[config.mk]
export PLATFORM = sky130hd
export DESIGN_NAME = serial_addsub
export DESIGN_NICKNAME = d
export VERILOG_FILES = /design/src/rtl/serial_addsub.sv
export SDC_FILE = /design/constraint.sdc
export NUM_CORES = 1
export LEC_CHECK = 0
export ABC_AREA = 1
export CAP_MARGIN = 40
export CELL_PAD_IN_SITES_DETAIL_PLACEMENT = 1
export CELL_PAD_IN_SITES_GLOBAL_PLACEMENT = 2
export CORE_ASPECT_RATIO = 2
export CORE_UTILIZATION = 28
export CTS_BUF_LIST = sky130_fd_sc_hd__clkbuf_16
export DETAILED_ROUTE_END_ITERATION = 8
export GPL_TIMING_DRIVEN = 0
export PLACE_DENSITY_LB_ADDON = 0.1
export SLEW_MARGIN = 20
export SYNTH_ARGS = -nofsm -noshare
export SYNTH_HDL_FRONTEND = slang
export SYNTH_SLANG_ARGS = --single-unit
[constraint.sdc]
create_clock -name clk -period 1.4 [get_ports clk]
set_input_delay 0.42 -clock clk [delete_from_list [all_inputs] [get_ports clk]]
set_output_delay 0.42 -clock clk [all_outputs]
set_load 0.02 [all_outputs]
[src/rtl/serial_addsub.sv]
// serial_addsub: bit-serial WIDTH-bit adder/subtractor built around one
// full-add cell. Operands are captured on a start handshake. Bits are processed
// LSB first, one per clock. The result, carry and overflow flags are published
// together with a one-cycle done pulse.
//
// Handshake: start is a request that is sampled only while busy=0, which
// includes the done (FIN) cycle. A sampled start captures a, b and sub on that
// same edge. Requests raised while busy=1 are dropped without being queued.
// done is high for exactly one cycle and is never asserted together with busy.
module serial_addsub #(
  parameter int WIDTH = 8
) (
  input  logic             clk,
  input  logic             rst,
  input  logic             start,
  input  logic             sub,
  input  logic [WIDTH-1:0] a,
  input  logic [WIDTH-1:0] b,
  output logic             busy,
  output logic             done,
  output logic [WIDTH-1:0] s,
  output logic             c,
  output logic             v,
  output logic [1:0]       dbg_state
);

  localparam int CW = (WIDTH > 2) ? $clog2(WIDTH) : 1;

  typedef enum logic [1:0] {
    IDLE = 2'd0,
    RUN  = 2'd1,
    FIN  = 2'd2
  } state_t;

  state_t           state_q, state_d;
  logic [WIDTH-1:0] opa, opb, res;
  logic             carry;
  logic [CW-1:0]    cnt;
  logic             sum_bit, carry_nxt, last_bit;

  // The full-add cell and the detection of the final bit position.
  always_comb begin
    sum_bit   = opa[0] ^ opb[0] ^ carry;
    carry_nxt = (opa[0] & opb[0]) | (opa[0] & carry) | (opb[0] & carry);
    last_bit  = (cnt == CW'(WIDTH - 1));
  end

  // State register.
  always_ff @(posedge clk) begin
    if (rst) state_q <= IDLE;
    else     state_q <= state_d;
  end

  // Next-state logic and status decode. Both outputs come from the state register only.
  always_comb begin
    state_d   = state_q;
    busy      = 1'b0;
    done      = 1'b0;
    dbg_state = state_q;
    case (state_q)
      IDLE: begin
        if (start) state_d = RUN;
      end
      RUN: begin
        busy = 1'b1;
        if (last_bit) state_d = FIN;
      end
      FIN: begin
        done = 1'b1;
        if (start) state_d = RUN;
        else       state_d = IDLE;
      end
      default: state_d = IDLE;
    endcase
  end

  // Datapath: operand capture, serial add/shift, and the result publish on the last bit.
  always_ff @(posedge clk) begin
    if (rst) begin
      opa   <= '0;
      opb   <= '0;
      res   <= '0;
      carry <= 1'b0;
      cnt   <= '0;
      s     <= '0;
      c     <= 1'b0;
      v     <= 1'b0;
    end else begin
      case (state_q)
        IDLE, FIN: begin
          if (start) begin
            // Subtraction is performed as a + ~b + 1. The +1 enters as the initial carry.
            opa   <= a;
            opb   <= sub ? ~b : b;
            carry <= sub;
            cnt   <= '0;
          end
        end
        RUN: begin
          opa   <= opa >> 1;
          opb   <= opb >> 1;
          res   <= {sum_bit, res[WIDTH-1:1]};
          carry <= carry_nxt;
          cnt   <= cnt + 1'b1;
          if (last_bit) begin
            // On the last bit, the carry register holds the carry into the MSB.
            s <= {sum_bit, res[WIDTH-1:1]};
            c <= carry_nxt;
            v <= carry ^ carry_nxt;
          end
        end
        default: begin
          cnt <= '0;
        end
      endcase
    end
  end

endmodule
==> metrics.cfg <==
[sta]
finalCriticalPeriod_ns=1.47
slew_violations=0
tightest_slew_ns=0.272
skew_ns=0.00251
finalHoldViolCount=0
timing.hold.ws_ns=0.462
slew-limit-headroom=0.819
max_freq_mhz=681
fin_ws_ns=-0.0684
fin_crit_sh=1.05
setup_viol=1
fin_setup_tns_ns=-0.0684
grt_setup_unrepaired=yes

[routing]
drt_iter0_drc=32
drc=2
final_antenna_net_count=0
vias_per_cell=4.60
first_pass_iters=6
wl_per_cell_microns=12.4
vias=1671
routed_wirelength_mm=4.51

[clocking]
cts.htree.levels=2
cts-root-buf=clkbuf_16
path_clk_slew_ns=0.06
clock_sinks=39
cts_tree=done
cts.path.max_buffers=2
postCtsHoldBufs=0
clkLatencyLatePin_ns=0.28
numCtsBuffers=5

[placed_design]
io_buffers=33
gp_congestion=0.714
post-dp-hpwl_mm=3.39
dpl-instance-area_sq_um=2150

[setup_path]
cp_cell_sequence=inv_4 -> nor2_4 -> buf_6 -> buf_6
reg2reg_setup_slack_ns=0.08
worst-path-max-fanout=8
start_kind=flip-flop
worst_setup_path_end_kind=output pin
worstPathRequired_ns=0.98
critPathKind=flip-flop to output pin
critical_path_arrival_ns=1.05
cpMostUsedCell=buf_6
max_stage_delay_ns=0.37
cp_slowest_cell=dfxtp_4

[synth]
post_synth.cell_area_avg_sq_um=7.00
syn_inst=249
synth_edf_count=0
ys.flop_type=dfxtp_1
ys_warn_count=0
syn_area_sq_um=1740
ys_seq_area_frac=0.448
synth_cell_types=21
syn_nets=272
synth_seq_cells=39
ys_async_sr_fraction=0

[power_and_ir_drop]
total_power_uw=2660
p_clk_frac=0.403
ir_worst_vdd_mv=0.465
switchingPower_uw=676
power-per-cell-area_nw_per_um2=1100
p_leak_uw=0.00119
pwr-share-seq=0.455
switching_share=0.254
p_comb_frac=0.142
p_int_uw=1980

[global_routing]
antenna_found_initial=0
grt_max_degree=12
grt_pass1_wl_mm=7.45
grt_use_total=0.150
overflow=0
grt_pass1_vias=1568

[cells_and_area]
fill_cells=755
final_common_cell=nand2_1
syn_to_final_growth_pct=38.9
drive_gt1_frac=0.193
num_antenna_cells=0
layout.nets=323
fin_area_sq_um=2420
final_cell_mix=nand2_1, dfxtp_1, inv_1

[status]
status=complete, but fails checks
violations=DRC, setup timing

[hold_path]
worst_hold_path_type=flip-flop to flip-flop

[die]
core_sq_um=6010
io_pins=34
start_util=0.290
die-area_sq_um=6570
rows=40
die_h_microns=114
die_w_microns=57.8

[job]
cap_viol_max_count=0

==> layer usage <==
metal / up-vias / track usage / part of all wire
met3: 5 / 0.0317 / 0.025
met4: 0 / 0.0571 / 0.015
met5: - / 0 / 0
li1: 870 / - / -
met2: 25 / 0.274 / 0.57
met1: 771 / 0.162 / 0.39
==> synthesized netlist by cell type, types with 2 or more instances <==
master,n,area [sq um]
ha_1,2,25.0
nor2_1,21,78.8
o21ai_0,15,75.1
nand2_2,4,25.0
inv_1,31,116
nand2_1,79,297
buf_6,2,22.5
a21oi_2,2,17.5
clkbuf_1,3,11.3
nor2_4,2,22.5
dfxtp_1,39,781
a21oi_1,15,75.1
inv_2,3,11.3
nand3_1,23,115
buf_2,2,10.0
==> sequential cells by signal, indices dropped and copies added (netlist names) <==
name	cells
carry	1
res	7
opb	8
c	1
s	8
opa	8
cnt	3
v	1
dbg_state	2
==> critical path, delay by kind of cell (launching register included) <==
kind,cells,cell delay (ns)
buffers and inverters,3,0.31
flip-flops,1,0.37
AND/OR/NAND/NOR,1,0.09
==> final timing paths <==
kind	to	startpoint	cells after the start
max	busy	dbg_state[0]$_SDFFE_PP0P_	4
min reg2reg	opb[7]$_SDFFE_PP0P_	opb[7]$_SDFFE_PP0P_	2
min	opb[7]$_SDFFE_PP0P_	opb[7]$_SDFFE_PP0P_	2
max reg2reg	s[1]$_SDFFE_PP0P_	cnt[0]$_SDFFE_PP0P_	7
==> per-stage QoR <==
| stage | cells | utilization | worst slack [ns] |
|---|---|---|---|
| after global placement | 345 | 0.359 | -0.607 |
| after detailed placement | 345 | 0.359 | -0.600 |
| after CTS | 353 | 0.383 | -0.188 |
| after global routing | 363 | 0.403 | -0.116 |
| final | 363 | 0.403 | -0.0684 |
| after floorplan | 249 | - | 0.0165 |
==> cells by family after synthesis <==
logic type / count (synthesis) / synth area share
xor gates and xnor gates: 1 / 0.00502
AOI/OAI and AO/OA: 33 / 0.103
and+or+nand+nor: 131 / 0.316
buffers and inverters: 42 / 0.103
adders and majority gates: 3 / 0.0258
DFF: 39 / 0.448
==> power by group through the flow <==
stage,clock (uW),sequential (uW),combinational (uW)
6_report,1070,1210,378
5_1_grt,1160,1220,433
4_1_cts,1100,1210,367
3_5_place_dp,0,1230,353
3_3_place_gp,0,1230,346
2_1_floorplan,0,1230,217
==> layout make-up <==
class | instances | area [sq um] | area share
Multi-Input combinational cell | 168 | 825 | 0.340
Sequential cell | 39 | 788 | 0.325
Timing Repair Buffer | 43 | 392 | 0.162
Inverter | 34 | 135 | 0.0558
Clock buffer | 5 | 125 | 0.0517
Tap cell | 63 | 78.8 | 0.0325
Buffer | 8 | 63.8 | 0.0263
Clock inverter | 2 | 8.76 | 0.00362
Timing Repair inverter | 1 | 6.26 | 0.00258
==> what timing repair did <==
action | CTS | global route
pin swaps | 2 | 4
setup buffers | 1 | 9
gates cloned | 0 | 1
hold endpoints to repair | 0 | 0
endpoints found under the setup margin | 45 | 15
gates resized for setup | 37 | 27
(Power assumes the default switching activity.)
